`config.mk`:
```
export PLATFORM = sky130hd
export DESIGN_NAME = irrigation_controller
export DESIGN_NICKNAME = d
export VERILOG_FILES = /design/src/rtl/irrigation_controller.sv
export SDC_FILE = /design/constraint.sdc
export NUM_CORES = 1
export LEC_CHECK = 0
export BUFFER_PORTS_ARGS = -buffer_cell sky130_fd_sc_hd__buf_4
export CORE_MARGIN = 2
export CORE_UTILIZATION = 60
export DETAILED_ROUTE_END_ITERATION = 8
export GPL_ROUTABILITY_DRIVEN = 1
export PLACE_DENSITY = 0.82
export SYNTH_ARGS = -nofsm -noshare
export SYNTH_HDL_FRONTEND = slang
export SYNTH_SLANG_ARGS = --single-unit
```
`constraint.sdc`:
```
create_clock -name clk -period 4.48 [get_ports clk]
set_input_delay 0.896 -clock clk [delete_from_list [all_inputs] [get_ports clk]]
set_output_delay 0.896 -clock clk [all_outputs]
set_load 0.005 [all_outputs]
```
`src/rtl/irrigation_controller.sv`:
```
// rtl/irrigation_controller.sv - Irrigation tank/valve sequencing controller
//
// Synchronises and debounces the tank level probes, arbitrates sprinkler/drip
// requests, and drives the fill valve, sprinkler/drip valves, alarm and the
// display strobe that feeds the seven-segment decoder.
//
// Ports:
//   clk         in   system clock, rising edge
//   reset_n     in   asynchronous active-low reset
//   h_raw       in   high-level probe (async, 1 = water present)
//   m_raw       in   medium-level probe (async)
//   l_raw       in   low-level probe (async)
//   as_req      in   sprinkler request (async level)
//   gt_req      in   drip request (async level)
//   h, m, l     out  debounced levels
//   As, Gt      out  sprinkler / drip valve on
//   fill_valve  out  tank fill valve on
//   alarm       out  inconsistent probes or fill timeout
//   pulse       out  one-cycle display update strobe
//   state       out  IDLE=00 FILL=01 IRRIG=10 ERROR=11
//
// Optional feature macro: FILL_TIMEOUT_EN (fill timeout with sticky ERROR).

module irrigation_controller #(
    parameter int DEBOUNCE_CYCLES = 4,
    parameter int PULSE_PERIOD    = 8,
    parameter int FILL_TIMEOUT    = 64
) (
    input  logic       clk,
    input  logic       reset_n,
    input  logic       h_raw,
    input  logic       m_raw,
    input  logic       l_raw,
    input  logic       as_req,
    input  logic       gt_req,
    output logic       h,
    output logic       m,
    output logic       l,
    output logic       As,
    output logic       Gt,
    output logic       fill_valve,
    output logic       alarm,
    output logic       pulse,
    output logic [1:0] state
);

    if (DEBOUNCE_CYCLES < 1 || PULSE_PERIOD < 2 || FILL_TIMEOUT < 1) begin : g_bad_params
        $fatal(1, "irrigation_controller: parameter out of range");
    end

    localparam int DCW = (DEBOUNCE_CYCLES > 1) ? $clog2(DEBOUNCE_CYCLES) : 1;
    localparam int RCW = $clog2(DEBOUNCE_CYCLES + 2);
    localparam int PCW = $clog2(PULSE_PERIOD);
    localparam logic [DCW-1:0] DB_LAST  = DCW'(DEBOUNCE_CYCLES - 1);
    localparam logic [RCW-1:0] RDY_LAST = RCW'(DEBOUNCE_CYCLES + 1);
    localparam logic [PCW-1:0] P_LAST   = PCW'(PULSE_PERIOD - 1);

    typedef enum logic [1:0] {
        S_IDLE  = 2'b00,
        S_FILL  = 2'b01,
        S_IRRIG = 2'b10,
        S_ERROR = 2'b11
    } state_t;

    // Bit order in the sync pipeline: {h, m, l, as, gt}
    logic [4:0]          sync1_q, sync2_q;
    logic [2:0]          lvl_q, lvl_d;            // {h, m, l}
    logic [2:0][DCW-1:0] db_cnt_q, db_cnt_d;
    logic [RCW-1:0]      rdy_cnt_q, rdy_cnt_d;
    logic                ready_q, ready_d;
    state_t              state_q, state_d;
    logic                as_q, as_d, gt_q, gt_d;
    logic                fill_q, fill_d, alarm_q, alarm_d;
    logic [4:0]          disp, disp_prev_q;
    logic                chg;
    logic [PCW-1:0]      pcnt_q, pcnt_d;
    logic                pulse_q, pulse_d;
    logic                invalid, sticky;

`ifdef FILL_TIMEOUT_EN
    localparam int TCW = (FILL_TIMEOUT > 1) ? $clog2(FILL_TIMEOUT) : 1;
    localparam logic [TCW-1:0] T_LAST = TCW'(FILL_TIMEOUT - 1);
    logic [TCW-1:0] tcnt_q, tcnt_d;
    logic           tmo_q, tmo_d;
    assign sticky = tmo_q;
`else
    assign sticky = 1'b0;
`endif

    // A level bit flips once DEBOUNCE_CYCLES consecutive synced samples
    // disagree with it; any agreeing sample restarts the count.
    always_comb begin
        lvl_d    = lvl_q;
        db_cnt_d = '0;
        for (int i = 0; i < 3; i++) begin
            if (sync2_q[i+2] != lvl_q[i]) begin
                if (db_cnt_q[i] == DB_LAST) begin
                    lvl_d[i] = sync2_q[i+2];
                end else begin
                    db_cnt_d[i] = db_cnt_q[i] + 1'b1;
                end
            end
        end
    end

    always_comb begin
        rdy_cnt_d = rdy_cnt_q;
        ready_d   = ready_q;
        if (!ready_q) begin
            if (rdy_cnt_q == RDY_LAST) ready_d = 1'b1;
            else rdy_cnt_d = rdy_cnt_q + 1'b1;
        end
    end

    // The FSM looks at the levels as updated on this edge so a debounced
    // level change and the resulting state change land on the same edge.
    assign invalid = (lvl_d[2] & ~lvl_d[1]) | (lvl_d[1] & ~lvl_d[0]);

    always_comb begin
        state_d = state_q;
        as_d    = as_q;
        gt_d    = gt_q;
`ifdef FILL_TIMEOUT_EN
        tcnt_d  = '0;
        tmo_d   = tmo_q;
`endif
        case (state_q)
            S_IDLE: begin
                if (ready_q) begin
                    if (invalid) state_d = S_ERROR;
                    else if (!lvl_d[0]) state_d = S_FILL;
                    else if (sync2_q[1] | sync2_q[0]) begin
                        state_d = S_IRRIG;
                        gt_d    = sync2_q[0];
                        as_d    = ~sync2_q[0];
                    end
                end
            end
            S_FILL: begin
                if (invalid) state_d = S_ERROR;
                else if (lvl_d[2]) state_d = S_IDLE;
`ifdef FILL_TIMEOUT_EN
                else if (tcnt_q == T_LAST) begin
                    state_d = S_ERROR;
                    tmo_d   = 1'b1;
                end else begin
                    tcnt_d = tcnt_q + 1'b1;
                end
`endif
            end
            S_IRRIG: begin
                if (invalid) state_d = S_ERROR;
                else if (!lvl_d[0]) state_d = S_FILL;
                else if (gt_q ? !sync2_q[0] : !sync2_q[1]) state_d = S_IDLE;
            end
            default: begin
                if (!invalid && !sticky) state_d = S_IDLE;
            end
        endcase
        if (state_d != S_IRRIG) begin
            as_d = 1'b0;
            gt_d = 1'b0;
        end
        fill_d  = (state_d == S_FILL);
        alarm_d = (state_d == S_ERROR);
    end

    // Forced strobe one cycle after any display-bit change, restarting the
    // periodic counter; coincident forced/periodic strobes merge.
    assign disp = {lvl_q, as_q, gt_q};
    assign chg  = (disp != disp_prev_q);

    always_comb begin
        pcnt_d  = (chg || pcnt_q == P_LAST) ? '0 : pcnt_q + 1'b1;
        pulse_d = chg || (pcnt_d == P_LAST);
    end

    always_ff @(posedge clk or negedge reset_n) begin
        if (!reset_n) begin
            sync1_q     <= '0;
            sync2_q     <= '0;
            lvl_q       <= '0;
            db_cnt_q    <= '0;
            rdy_cnt_q   <= '0;
            ready_q     <= 1'b0;
            state_q     <= S_IDLE;
            as_q        <= 1'b0;
            gt_q        <= 1'b0;
            fill_q      <= 1'b0;
            alarm_q     <= 1'b0;
            disp_prev_q <= '0;
            pcnt_q      <= '0;
            pulse_q     <= 1'b0;
`ifdef FILL_TIMEOUT_EN
            tcnt_q      <= '0;
            tmo_q       <= 1'b0;
`endif
        end else begin
            sync1_q     <= {h_raw, m_raw, l_raw, as_req, gt_req};
            sync2_q     <= sync1_q;
            lvl_q       <= lvl_d;
            db_cnt_q    <= db_cnt_d;
            rdy_cnt_q   <= rdy_cnt_d;
            ready_q     <= ready_d;
            state_q     <= state_d;
            as_q        <= as_d;
            gt_q        <= gt_d;
            fill_q      <= fill_d;
            alarm_q     <= alarm_d;
            disp_prev_q <= disp;
            pcnt_q      <= pcnt_d;
            pulse_q     <= pulse_d;
`ifdef FILL_TIMEOUT_EN
            tcnt_q      <= tcnt_d;
            tmo_q       <= tmo_d;
`endif
        end
    end

    assign h          = lvl_q[2];
    assign m          = lvl_q[1];
    assign l          = lvl_q[0];
    assign As         = as_q;
    assign Gt         = gt_q;
    assign fill_valve = fill_q;
    assign alarm      = alarm_q;
    assign pulse      = pulse_q;
    assign state      = state_q;

endmodule

```
==> impl_results.md <==
* Master cell of the clock root buffer: sky130_fd_sc_hd__clkbuf_4
* Worst supply voltage drop on vdd at 0.0003655 V
* Post-synth top flop: sky130_fd_sc_hd__dfrtp_1
* Pin count of the biggest net entering global routing at 39
* Start point of the worst min-delay path: sync1_q[3]
* Number of cell rows at 17
* Critical setup path kind: reg -> reg
* Critical Path End Type: flop
* Share of flip-flops with an asynchronous set or reset at 100.0%
* Time the final worst path needs with I/O delays and setup at 1.958 ns
* Post-CTS Repair Setup Buffers at 0
* Total routing resource utilization after global routing at 19.11%
* First element of the critical path: db_cnt_q[4]
* Wire length per cell after detailed routing at 13.64 µm
* Maximum clock skew at final layout at 0.005309 ns
* Most numerous cell types in the synthesized netlist: sky130_fd_sc_hd__dfrtp_1 (38), sky130_fd_sc_hd__xnor2_1 (8), sky130_fd_sc_hd__ha_1 (7)
* Actual slew at the worst max-slew pin at 0.6569 ns
* Netlist cell types at 28
* Worst-case setup slack after placement at 2.527 ns
* Antenna violation net count after detailed routing at 0
* Avg Vias per Cell at 5.314
* Total of hold buffers inserted after clock tree synthesis at 0
* Share of synthesized area occupied by flip-flops and latches at 65.46%
* Area growth, synth to finish at 14.81%
* Setup repair after global routing missed its margin: no
* Leakage power total at 0.7670 nW
* Kind of launch point of the worst setup path: flop
* Depth of the most critical reg-to-reg path at 6
* Top achievable clock speed at 510.6 MHz
* Layout cells sized above 1 at 24.80%
* Worst slew margin relative to its limit at 56.07%
* Number of register bits inferred by synthesis at 38
* Number of global-route vias before repair at 833
* TNS Setup at 0 ns
* Hold Violations, Final at 0
* Critical path fanouts, max at 4
* Clk sinks at 38
* Net count after synthesis at 115
* Top-count cell post-synth: sky130_fd_sc_hd__dfrtp_1
* Clock insertion delay at the later pin of the skew report at 0.34 ns
* CTS resizes at 0
* Final #Nets at 138
* Final weighted congestion of routability-driven global placement at 0.8035
* Post-route DRC at 0
* Post-synth top area share at 65.46%
* Core area at 2255 µm²
* Maximum buffer depth of the clock tree at 2
* Count of pins on the block boundary at 17
* Horiz. Die Dim at 53.21 µm
* First-pass GRT wire length at 3.608 mm
* Number of instances in the synthesized netlist at 101
* Estimated wirelength of the detail-placed design at 1.487 mm
* Total global routing overflow at 0
* Fin. max-slew vios at 0
* Reg clk slew, reported paths at 0.10 ns
* Total iterations of the first detailed-routing run at 4
* Share of the clock period used by the worst path at 43.72%
* Total number of H-tree levels at 2
* Initial detailed-routing violation count at 11
* Number of antenna violations at the first check in global routing at 0
* # port buffers at 16
* Initial Util at 64.43%
* Outcome: complete, no violations
* Die boundary height at 53.21 µm
* N_diodes at 0
* Count of max-cap constraint violations at 0
* Post-route worst setup slack at 2.522 ns
* Worst Hold Depth at 0
* Data required time of the critical path at 4.71 ns
* Ranking of synthesized cells by area: sky130_fd_sc_hd__dfrtp_1 (65%), sky130_fd_sc_hd__ha_1 (6.0%), sky130_fd_sc_hd__xnor2_1 (4.8%), sky130_fd_sc_hd__mux2i_1 (2.8%), sky130_fd_sc_hd__a2111oi_4 (1.9%)
* Warnings from Yosys at 0
* Mean area per synthesized cell at 14.38 µm²
* Pwr/cell area at 590.2 nW/µm²
* Worst hold-check path type: reg -> reg
* Final setup violation count at 0
* Number of synthesized flops with an enable pin at 0
* Reg-to-reg startpoint: db_cnt_q[4]
* Cell type with the highest aggregate area in the netlist: sky130_fd_sc_hd__dfrtp_1
* Number of vias in the routed layout at 813
* Die Footprint at 2831 µm²
* Clock tree from TritonCTS: built
* Mapped Area at 1453 µm²
* Worst path arrival time at 2.19 ns
* Total routed wirelength at 2.087 mm
* Num CTS Buffers at 5
per-layer routing:
metal / global-route usage (%) / vias to the layer above / wire length (µm)
met5: 0 / - / 0
met3: 9.605 / 4 / 146
li1: - / 390 / -
met1: 22.05 / 395 / 898
met2: 28.40 / 24 / 999
met4: 11.11 / 0 / 43
layout by cell type, fill, tap and decap left out, types with 3 or more instances in the layout:
cell and count:
sky130_fd_sc_hd__dfrtp_1 38, sky130_fd_sc_hd__buf_4 16, sky130_fd_sc_hd__xnor2_1 8, sky130_fd_sc_hd__ha_1 7, sky130_fd_sc_hd__clkbuf_4 5, sky130_fd_sc_hd__nor3_1 4
sky130_fd_sc_hd__nor2b_1 4, sky130_fd_sc_hd__mux2i_1 4, sky130_fd_sc_hd__inv_1 4, sky130_fd_sc_hd__and2_1 3, sky130_fd_sc_hd__inv_2 3, sky130_fd_sc_hd__a21oi_1 3
sky130_fd_sc_hd__nand2_1 3
final cells by class:
class                           instances  area, µm²
Sequential cell                        38      950.9
Fill cell                             158      586.8
Multi-Input combinational cell         56      475.5
Timing Repair Buffer                   16      120.1
Clock buffer                            7      55.05
Tap cell                               28      35.03
Inverter                                7      26.28
Clock inverter                          1      5.005
through the flow:
stage | power, mW | util, % | area [µm²] | instances | hold slack, ns
after floorplan | 0.7023 | - | 1453 | 101 | 0.3312
after global placement | 0.8025 | 71.31 | 1608 | 145 | 0.3342
after detailed placement | 0.8150 | 71.31 | 1608 | 145 | 0.3347
after CTS | 0.9996 | 73.97 | 1668 | 153 | 0.3586
after global routing | 1.060 | 73.97 | 1668 | 153 | 0.3648
final | 0.9844 | 73.97 | 1668 | 153 | 0.3574
critical path, stage by stage (launching register included):
cell and delay, ns:
sky130_fd_sc_hd__dfrtp_1 0.36, sky130_fd_sc_hd__ha_1 0.23, sky130_fd_sc_hd__mux2i_4 0.31, sky130_fd_sc_hd__inv_2 0.09, sky130_fd_sc_hd__a2111oi_4 0.42, sky130_fd_sc_hd__nor2_2 0.08
sky130_fd_sc_hd__a2111oi_2 0.36
report_power, final:
group	switching [mW]	internal, mW
clock	0.103	0.0760
combinational	0.160	0.158
sequential	0.0630	0.424
total	0.326	0.658
worst paths after layout:
path	end	slack, ns
hold reg to reg	sync2_q[3]	0.36
max in group asynchronous	sync2_q[2]	3.67
setup reg to reg	As	2.52
min in group asynchronous	pcnt_q[0]	0.49
hold / removal	sync2_q[3]	0.36
setup / recovery	As	2.52
state kept, by name, summed over array words and instances, names as in the netlist:
name,cells
db_cnt_q,6
disp_prev_q,5
sync1_q,5
sync2_q,5
lvl_q,3
pcnt_q,3
rdy_cnt_q,3
state,2
As,1
Gt,1
alarm,1
fill_valve,1
pulse,1
ready_q,1
kinds of logic after synthesis:
family / count (synthesis) / share of synthesized area (%)
AO/OA/AOI/OAI: 10 / 6.546
XOR/XNOR: 10 / 6.030
adder cells (fa/ha/maj): 7 / 6.029
buffers and inverters: 7 / 1.808
flip-flops: 38 / 65.46
multiplexers: 6 / 5.254
AND/OR/NAND/NOR: 23 / 8.873
Note: power is estimated with default switching activity, not from simulation.
